[src/rtl/multi_digit_counter.sv]
// multi_digit_counter
// Parametrised cascade of DIGITS digits, each counting modulo MODULUS in DW bits.
// Supports enable, synchronous clear, parallel load (invalid digits are
// replaced by zero and flagged), and a combinational terminal-count output.
// Optional feature macro: COUNTER_UPDOWN_EN
//   defined   -> up_dn selects up (1) or down (0) counting
//   undefined -> up_dn is ignored and the counter only counts up
module multi_digit_counter #(
    parameter int DIGITS  = 2,
    parameter int MODULUS = 10,
    parameter int DW      = 4
) (
    input  logic                 clk,
    input  logic                 rst_n,
    input  logic                 en,
    input  logic                 clr,
    input  logic                 load,
    input  logic [DIGITS*DW-1:0] load_val,
    input  logic                 up_dn,
    output logic [DIGITS*DW-1:0] count,
    output logic                 tc,
    output logic                 load_err
);

    // Largest legal digit value and the first illegal one (DW+1 bits so that
    // MODULUS == 2**DW is representable and simply never flags an error).
    localparam logic [DW-1:0] DIGIT_MAX   = DW'(MODULUS - 1);
    localparam logic [DW:0]   DIGIT_LIMIT = (DW + 1)'(MODULUS);

    // carry_chain[i] : every digit below i sits at DIGIT_MAX, so digit i steps up.
    // carry_chain[DIGITS] therefore means the whole counter is at the up terminal.
    logic [DIGITS:0]   carry_chain;
    logic [DIGITS-1:0] load_bad;
    logic              count_up;
    logic              at_terminal;
    logic              load_err_q;
    logic              load_err_d;

    assign carry_chain[0] = 1'b1;

`ifdef COUNTER_UPDOWN_EN
    // borrow_chain[i] : every digit below i is zero, so digit i steps down.
    logic [DIGITS:0] borrow_chain;

    assign borrow_chain[0] = 1'b1;
    assign count_up        = up_dn;
    assign at_terminal     = count_up ? carry_chain[DIGITS] : borrow_chain[DIGITS];
`else
    // Direction input exists for pin compatibility only.
    logic unused_up_dn;

    assign unused_up_dn = up_dn;
    assign count_up     = 1'b1;
    assign at_terminal  = carry_chain[DIGITS];
`endif

    generate
        for (genvar gi = 0; gi < DIGITS; gi++) begin : g_digit
            logic [DW-1:0] digit_q;
            logic [DW-1:0] digit_d;
            logic [DW-1:0] digit_inc;
            logic [DW-1:0] digit_step;
            logic [DW-1:0] load_field;
            logic [DW-1:0] load_digit;
            logic          digit_is_max;

            assign digit_is_max        = (digit_q == DIGIT_MAX);
            assign carry_chain[gi + 1] = carry_chain[gi] & digit_is_max;
            assign digit_inc           = digit_is_max ? '0 : digit_q + 1'b1;

`ifdef COUNTER_UPDOWN_EN
            logic          digit_is_zero;
            logic [DW-1:0] digit_dec;

            assign digit_is_zero        = (digit_q == '0);
            assign borrow_chain[gi + 1] = borrow_chain[gi] & digit_is_zero;
            assign digit_dec            = digit_is_zero ? DIGIT_MAX : digit_q - 1'b1;
            assign digit_step = count_up ? (carry_chain[gi]  ? digit_inc : digit_q)
                                         : (borrow_chain[gi] ? digit_dec : digit_q);
`else
            assign digit_step = carry_chain[gi] ? digit_inc : digit_q;
`endif

            // Out-of-range load fields are forced to zero; the flag feeds load_err.
            assign load_field   = load_val[gi*DW +: DW];
            assign load_bad[gi] = ({1'b0, load_field} >= DIGIT_LIMIT);
            assign load_digit   = load_bad[gi] ? '0 : load_field;

            // Next digit value: clear beats load beats enabled step beats hold.
            always_comb begin
                digit_d = digit_q;
                if (clr) begin
                    digit_d = '0;
                end else if (load) begin
                    digit_d = load_digit;
                end else if (en) begin
                    digit_d = digit_step;
                end
            end

            // Digit register, cleared asynchronously by reset.
            always_ff @(posedge clk or negedge rst_n) begin
                if (!rst_n) begin
                    digit_q <= '0;
                end else begin
                    digit_q <= digit_d;
                end
            end

            assign count[gi*DW +: DW] = digit_q;
        end
    endgenerate

    // load_err is raised only by a load that actually takes effect (not overridden by clr).
    always_comb begin
        load_err_d = 1'b0;
        if (!clr && load) begin
            load_err_d = |load_bad;
        end
    end

    // One-cycle error pulse register.
    always_ff @(posedge clk or negedge rst_n) begin
        if (!rst_n) begin
            load_err_q <= 1'b0;
        end else begin
            load_err_q <= load_err_d;
        end
    end

    assign load_err = load_err_q;

    // Terminal count is combinational; rst_n gates it so it stays low in reset.
    assign tc = rst_n & en & ~clr & ~load & at_terminal;

endmodule

[config.mk]
export PLATFORM = sky130hd
export DESIGN_NAME = multi_digit_counter
export DESIGN_NICKNAME = d
export VERILOG_FILES = /design/src/rtl/multi_digit_counter.sv
export SDC_FILE = /design/constraint.sdc
export NUM_CORES = 1
export LEC_CHECK = 0
export ABC_AREA = 1
export BUFFER_PORTS_ARGS = -buffer_cell sky130_fd_sc_hd__buf_4
export CAP_MARGIN = 20
export CORE_UTILIZATION = 43
export CTS_CLUSTER_SIZE = 10
export DETAILED_ROUTE_END_ITERATION = 7
export PLACE_DENSITY = 0.79
export REMOVE_ABC_BUFFERS = 1
export SKIP_CTS_REPAIR_TIMING = 1
export SLEW_MARGIN = 20
export SYNTH_ARGS = -nofsm -noshare
export SYNTH_HDL_FRONTEND = slang
export SYNTH_SLANG_ARGS = --single-unit
[constraint.sdc]
create_clock -name clk -period 1.2 [get_ports clk]
set_clock_uncertainty 0.1 [all_clocks]
set_input_delay 0.24 -clock clk [delete_from_list [all_inputs] [get_ports clk]]
set_output_delay 0.24 -clock clk [all_outputs]
set_load 0.1 [all_outputs]
==> flow_summary.yaml, run 1 <==
critical_path:
  critical_path.max_fanout: 2
  worstReg2RegStart: "g_digit[0].digit_q[0]"
  element_type_at_the_critical_path_end: "output port"
  timing.critical_path.required_ps: 860
  critPathSlowestCell: "sky130_fd_sc_hd__dfrtp_1"
  critPathKind: "reg2out"
  reg2reg_setup_slack_ps: -280
  path_delay_family: "flip-flops"
  critPathBufInv: 2
  worst_ep_arrival_ps: 1560
  worstSetupStartpoint: "g_digit[1].digit_q[1]"
  slowest_delay_ps: 410
  path_cells: "inv_2 -> ha_4 -> nand3_4 -> nor4_4 -> buf_6"
  setup.worst_path.start_class: "flip-flop"
detailed_routing:
  finalWirelength_um: 3280
  wl_per_cell_um: 19.1
  wl_met3_um: 368
  number_of_drc_markers_after_the_initial_detailed_route_iteration: 105
  drt.antenna.violating_nets: 0
  detail_route.vias_per_cell: 5.97
  drt_drc_violations_left: 0
  top_layer_used: "met4"
  num_vias: 1027
  m1WireLength_um: 1170
  met2RoutedLength_um: 1550
  drt_pre_antenna_iters: 4
sta:
  final_min_period_over_clock_period: 1.59
  timing_worst_slew_pin_value_ps: 240
  fin_tns_setup_ps: -3620
  clock.fmax_mhz: 526
  slew-limit-headroom: 0.839
  final-hold-violation-count: 0
  postLayoutSetupSlackWorst_ps: -703
  rsz0062_at_grt: "yes"
  period_minus_slack_ps: 1900
  setup_viol: 17
  worst_hold_slack_ps: 216
  slew_violations: 0
placement:
  gp_congestion: 0.852
  estimated_wirelength_of_the_detail_placed_design_um: 1500
  pre_cts_slack_ps: -429
  place.port_buffers: 22
clock_network:
  numCtsBuffers: 3
  clock_latency_ps: 270
  cts_sinks: 9
  cts_tree: "yes"
  cts_htree_levels: 1
  path_clk_slew_ps: 70
  cts.path.max_buffers: 2
  clockRootBuffer: "sky130_fd_sc_hd__clkbuf_4"
floorplan:
  core_region_area_sq_um: 1540
  initial_util: 0.467
  fp.dieW_um: 42.9
  placement_rows: 14
  top_level_ports: 24
  fp.dieH_um: 42.9
  fp.dieArea_sq_um: 1840
power_and_ir_drop:
  static-leakage-power_uw: 0.000699
  power.density_cell_area_nw_per_um2: 970
  max-vdd-ir-drop_uv: 572
layout:
  count_of_inserted_antenna_diode_cells: 0
  layout-area-overhead-vs-synth_pct: 89.6
  nNetsFinal: 175
  fill_cells: 69
  layout-drive-gt1-share: 0.487
grt:
  vias_in_the_first_global_route: 765
  globalRouteOverflowTotal: 0
  grt_pass1_wl_um: 3220
  maximum_number_of_pins_on_one_net_before_global_route_repair: 10
  globalRouteTotalUtil: 0.238
  antenna_found_initial: 0
min_path:
  worstHoldPathType: "in2reg"
  hold_start: "load_val[4]"
flow_run:
  drv_cap: 0
outcome:
  status: "finished, violations left"
  failed_checks: "negative setup slack"
logic_synthesis:
  synth-warning-count: 0
  syn-instance-count: 107
  synth_seq_cells: 9
  synthDistinctLibCells: 22
  netlist_area_sq_um: 719
  yosysSeqAreaShare: 0.313
  avgSynthCellArea_sq_um: 6.72
## path summary, 6_finish.rpt
kind,to,cells past startpoint
worst min-delay path,g_digit[1].digit_q[0],5
worst min register to register,g_digit[0].digit_q[1],3
worst max-delay path,tc,5
min in group asynchronous,g_digit[1].digit_q[3],3
max in group asynchronous,g_digit[0].digit_q[2],3
worst max register to register,g_digit[0].digit_q[3],8
## worst reg2reg max path, stage by stage (launching register included)
cell and delay, ps:
sky130_fd_sc_hd__dfrtp_1 430, sky130_fd_sc_hd__buf_6 160, sky130_fd_sc_hd__buf_4 130, sky130_fd_sc_hd__nand3_1 110, sky130_fd_sc_hd__nor2_1 60, sky130_fd_sc_hd__nor2_1 140, sky130_fd_sc_hd__nand2_1 90, sky130_fd_sc_hd__nand2_1 100
sky130_fd_sc_hd__nand2_1 50
## report_power, final
| group | switching [uW] | internal [uW] |
|---|---|---|
| Combinational | 438 | 281 |
| Sequential | 26.1 | 328 |
| Clock | 120 | 129 |
| Total | 585 | 738 |
## metal layers
layer | track usage | vias up
met5 | 0 | -
met4 | 0.150 | 0
met3 | 0.0255 | 22
met2 | 0.370 | 110
met1 | 0.310 | 454
li1 | - | 441
## Yosys cell counts
| cell type | instances | area, sq um |
|---|---|---|
| sky130_fd_sc_hd__inv_2 | 3 | 11.3 |
| sky130_fd_sc_hd__ha_1 | 4 | 50.1 |
| sky130_fd_sc_hd__o21ai_0 | 2 | 10.0 |
| sky130_fd_sc_hd__o21ai_1 | 3 | 15.0 |
| sky130_fd_sc_hd__nor4_1 | 1 | 6.26 |
| sky130_fd_sc_hd__buf_6 | 1 | 11.3 |
| sky130_fd_sc_hd__nand2_4 | 2 | 22.5 |
| sky130_fd_sc_hd__nand3b_1 | 1 | 7.51 |
| sky130_fd_sc_hd__nand3_1 | 13 | 65.1 |
| sky130_fd_sc_hd__nand4_1 | 1 | 6.26 |
| sky130_fd_sc_hd__o211ai_1 | 1 | 7.51 |
| sky130_fd_sc_hd__inv_1 | 15 | 56.3 |
| sky130_fd_sc_hd__nor2_1 | 8 | 30.0 |
| sky130_fd_sc_hd__dfrtp_1 | 9 | 225 |
| sky130_fd_sc_hd__nor2_4 | 1 | 11.3 |
| sky130_fd_sc_hd__nand2_2 | 1 | 6.26 |
| sky130_fd_sc_hd__nand2_1 | 33 | 124 |
| sky130_fd_sc_hd__a21oi_1 | 4 | 20.0 |
| sky130_fd_sc_hd__nand3_2 | 1 | 10.0 |
| sky130_fd_sc_hd__o22ai_1 | 1 | 6.26 |
| sky130_fd_sc_hd__a21oi_2 | 1 | 8.76 |
| sky130_fd_sc_hd__o21ai_2 | 1 | 8.76 |
## final cells by class
| class | instances | area [sq um] | share of cell area |
|---|---|---|---|
| multi-input cells | 79 | 544 | 0.399 |
| repair buffers | 46 | 478 | 0.350 |
| flip-flops and latches | 9 | 225 | 0.165 |
| inverters | 18 | 70.1 | 0.0514 |
| clock buffers | 4 | 26.3 | 0.0193 |
| well taps | 16 | 20.0 | 0.0147 |
## state kept, by name (all words and copies together) (netlist names)
signal	flops
load_err	1
g_digit.digit_q	8
## kinds of logic after synthesis
| group | share of synthesized area |
|---|---|
| AOI/OAI and AO/OA | 0.106 |
| adders and majority gates | 0.0696 |
| buffers and inverters | 0.110 |
| DFF | 0.313 |
| and+or+nand+nor | 0.402 |
## cells in the final DEF, fill, tap and decap left out
cell type,instances
sky130_fd_sc_hd__o21ai_1,1
sky130_fd_sc_hd__nor2_1,8
sky130_fd_sc_hd__inv_1,13
sky130_fd_sc_hd__buf_12,8
sky130_fd_sc_hd__nand2_2,3
sky130_fd_sc_hd__clkbuf_1,1
sky130_fd_sc_hd__nand4_1,1
sky130_fd_sc_hd__nor4_4,1
sky130_fd_sc_hd__o21ai_0,2
sky130_fd_sc_hd__dlygate4sd3_1,1
sky130_fd_sc_hd__nand3b_1,1
sky130_fd_sc_hd__o21ai_2,3
sky130_fd_sc_hd__inv_2,4
sky130_fd_sc_hd__nor2_4,1
sky130_fd_sc_hd__nand3_2,4
sky130_fd_sc_hd__clkbuf_4,3
sky130_fd_sc_hd__a21oi_2,2
sky130_fd_sc_hd__nand3_1,8
sky130_fd_sc_hd__inv_4,1
sky130_fd_sc_hd__nand3_4,2
sky130_fd_sc_hd__o22ai_1,1
sky130_fd_sc_hd__buf_4,29
sky130_fd_sc_hd__nand2_4,3
sky130_fd_sc_hd__o211ai_1,1
sky130_fd_sc_hd__buf_6,8
sky130_fd_sc_hd__ha_4,4
sky130_fd_sc_hd__nand2_1,30
sky130_fd_sc_hd__dfrtp_1,9
sky130_fd_sc_hd__a21oi_1,3
## stage by stage
stage	total power, uW	std cells	util	cell area (sq um)
2_1_floorplan	666	106	-	708
5_1_grt	1360	172	0.885	1360
6_report	1320	172	0.885	1360
3_3_place_gp	840	161	0.662	1020
4_1_cts	1100	165	0.679	1050
3_5_place_dp	851	161	0.662	1020
(Power assumes the default switching activity.)
==> run 2: changes to the inputs <==
Settings changed: ABC_AREA 1 to unset, CORE_AREA set to 2 2 39 41, CORE_UTILIZATION 43 to unset, DIE_AREA set to 0 0 41 43, PLACE_DENSITY 0.79 to 0.83.
Clock period 1.2 ns to 2.45 ns, I/O delays scaled along.
==> run 2 against run 1 <==
Against the previous run: the run now ends clean; global-route usage down 5.7 points; synthesized cell count down 33%; register-to-register slack better by 1100 ps; sequential share of layout area up 10 points; combinational power down 79%; final area down 38%; critical path type unchanged; critical endpoint unchanged; largest cell class unchanged; highest routed layer unchanged.
==> flow_summary.yaml, run 2 <==
floorplan:
  fp.dieW_um: 41
  core_region_area_sq_um: 1380
  initial_util: 0.453
  fp.dieH_um: 43
  top_level_ports: 24
  placement_rows: 14
  fp.dieArea_sq_um: 1760
critical_path:
  worstReg2RegStart: "g_digit[0].digit_q[0]"
  critPathSlowestCell: "sky130_fd_sc_hd__dfrtp_1"
  critPathCapture: "tc"
  critPathKind: "reg2out"
  worstSetupStartpoint: "g_digit[0].digit_q[1]"
  setup.worst_path.start_class: "flip-flop"
  r2r_end: "g_digit[0].digit_q[0]"
  worst_ep_arrival_ps: 1720
  slowest_delay_ps: 410
  reg2reg_setup_slack_ps: 810
  worst-r2r-cell-count: 4
  critical_path.max_fanout: 5
  timing.critical_path.required_ps: 1860
  element_type_at_the_critical_path_end: "output port"
  path_cells: "inv_1 -> ha_1 -> nand4b_1 -> nor3_2 -> buf_6"
detailed_routing:
  met2RoutedLength_um: 747
  wl_per_cell_um: 13.1
  m1WireLength_um: 685
  drt_drc_violations_left: 0
  drt_pre_antenna_iters: 4
  number_of_drc_markers_after_the_initial_detailed_route_iteration: 17
  top_layer_used: "met4"
  finalWirelength_um: 1490
  num_vias: 644
  drt.antenna.violating_nets: 0
  wl_met3_um: 40
  detail_route.vias_per_cell: 5.70
power_and_ir_drop:
  max-vdd-ir-drop_uv: 286
  static-leakage-power_uw: 0.000382
  power.density_cell_area_nw_per_um2: 518
  report.power.total_uw: 440
sta:
  slew-limit-headroom: 0.806
  rsz0062_at_grt: "no"
  period_minus_slack_ps: 2310
  final_min_period_over_clock_period: 0.943
  clock.fmax_mhz: 433
  fin_tns_setup_ps: 0
  timing_worst_slew_pin_value_ps: 288
  slew_violations: 0
  final-hold-violation-count: 0
  setup_viol: 0
logic_synthesis:
  synth.area.top_cells: "sky130_fd_sc_hd__dfrtp_1, sky130_fd_sc_hd__ha_1, sky130_fd_sc_hd__nand2_1"
  synthArstFlopShare: 1.00
  synthDistinctLibCells: 31
  netlist_area_sq_um: 627
  synthTopCellsByCount: "sky130_fd_sc_hd__nand2_1, sky130_fd_sc_hd__dfrtp_1, sky130_fd_sc_hd__a21oi_1, sky130_fd_sc_hd__o21ai_0"
  synth_ff_type: "sky130_fd_sc_hd__dfrtp_1"
  avgSynthCellArea_sq_um: 8.71
  yosysTopAreaCell: "sky130_fd_sc_hd__dfrtp_1"
  yosysSeqAreaShare: 0.359
  synth_seq_cells: 9
  synth-warning-count: 0
  synth_enable_flop_cells: 0
  yosysTopAreaCellShare: 0.359
  synth_most_common_cell: "sky130_fd_sc_hd__nand2_1"
  syn-instance-count: 72
min_path:
  worstHoldPathType: "in2reg"
layout:
  largest_register_ff_count: 8
  top_register: "g_digit.digit_q"
  layout-area-overhead-vs-synth_pct: 35.5
  multi_input_comb_area_sq_um: 385
  fin_cells: 113
  fill_cells: 127
  most-common-layout-cells: "sky130_fd_sc_hd__buf_4, sky130_fd_sc_hd__nand2_1, sky130_fd_sc_hd__dfrtp_1, sky130_fd_sc_hd__o21ai_0, sky130_fd_sc_hd__a21oi_1"
  final-seq-area_sq_um: 225
  design_area_sq_um: 850
  layout_commonest_cell: "sky130_fd_sc_hd__buf_4"
  nNetsFinal: 116
  layout-drive-gt1-share: 0.299
  count_of_inserted_antenna_diode_cells: 0
flow_run:
  drv_cap: 0
outcome:
  status: "complete, no violations"
clock_network:
  clockRootBuffer: "sky130_fd_sc_hd__clkbuf_4"
  cts_htree_levels: 1
  cts_tree: "yes"
  cts.path.max_buffers: 2
  clock_latency_ps: 260
  cts_sinks: 9
  path_clk_slew_ps: 70
  numCtsBuffers: 3
placement:
  placement.cell_area_sq_um: 803
  gp_congestion: 0.746
  place.port_buffers: 22
  place_inst: 108
  estimated_wirelength_of_the_detail_placed_design_um: 1100
grt:
  globalRouteOverflowTotal: 0
  vias_in_the_first_global_route: 545
  maximum_number_of_pins_on_one_net_before_global_route_repair: 14
  grt_pass1_wl_um: 2260
  antenna_found_initial: 0
  globalRouteTotalUtil: 0.181
[run 2: worst min path at each step]
stage           from                    end  slack (ps)  cells past startpoint
4_1_cts        rst_n  g_digit[1].digit_q[3]         -50                      1
2_1_floorplan  rst_n  g_digit[0].digit_q[0]          90                      0
3_5_place_dp   rst_n  g_digit[1].digit_q[2]         220                      1
3_3_place_gp   rst_n  g_digit[1].digit_q[2]         220                      1
6_report         clr  g_digit[0].digit_q[0]         350                      2
5_1_grt          clr  g_digit[0].digit_q[0]         360                      2
[run 2: cells by family (layout without fill, tap and decap cells)]
family | Yosys count | after routing | synth area share
compound gates | 24 | 24 | 0.265
xor+xnor | 1 | 1 | 0.0140
fa+ha+maj | 4 | 4 | 0.0798
buf+inv | 5 | 30 | 0.0339
flops | 9 | 9 | 0.359
simple gates | 29 | 29 | 0.248
[run 2: where the power goes]
| group | internal, uW | switching (uW) |
|---|---|---|
| combinational | 45.8 | 108 |
| sequential | 158 | 13.1 |
| clock | 60.2 | 55.7 |
| total | 264 | 177 |
[run 2: worst max-delay path: cells and delay by family, from the launching register on]
| kind | cells | cell delay, ps |
|---|---|---|
| buffers and inverters | 2 | 340 |
| adder cells (fa/ha/maj) | 1 | 200 |
| AND/OR/NAND/NOR | 2 | 510 |
| flip-flops | 1 | 410 |
[run 2: final cells by class]
| cell class | count | area share |
|---|---|---|
| clock inverter | 1 | 0.00589 |
| timing repair buffer | 23 | 0.211 |
| inverter | 3 | 0.0147 |
| clock buffer | 3 | 0.0265 |
| sequential | 9 | 0.265 |
| tap | 16 | 0.0236 |
| multi-input combinational | 58 | 0.454 |
[run 2: routing by layer]
layer / vias to the layer above / global-route usage
met4: 0 / 0.0600
li1: 321 / -
met3: 2 / 0.0157
met2: 10 / 0.266
met5: - / 0
met1: 311 / 0.270
[run 2: stage by stage]
| stage | utilization | hold WS, ps | setup slack (ps) |
|---|---|---|---|
| 5_1_grt | 0.614 | 357 | 21.6 |
| 3_3_place_gp | 0.580 | 223 | 403 |
| 4_1_cts | 0.600 | -54.6 | 101 |
| 6_report | 0.614 | 352 | 139 |
| 2_1_floorplan | - | 94.4 | -1770 |
| 3_5_place_dp | 0.580 | 225 | 391 |
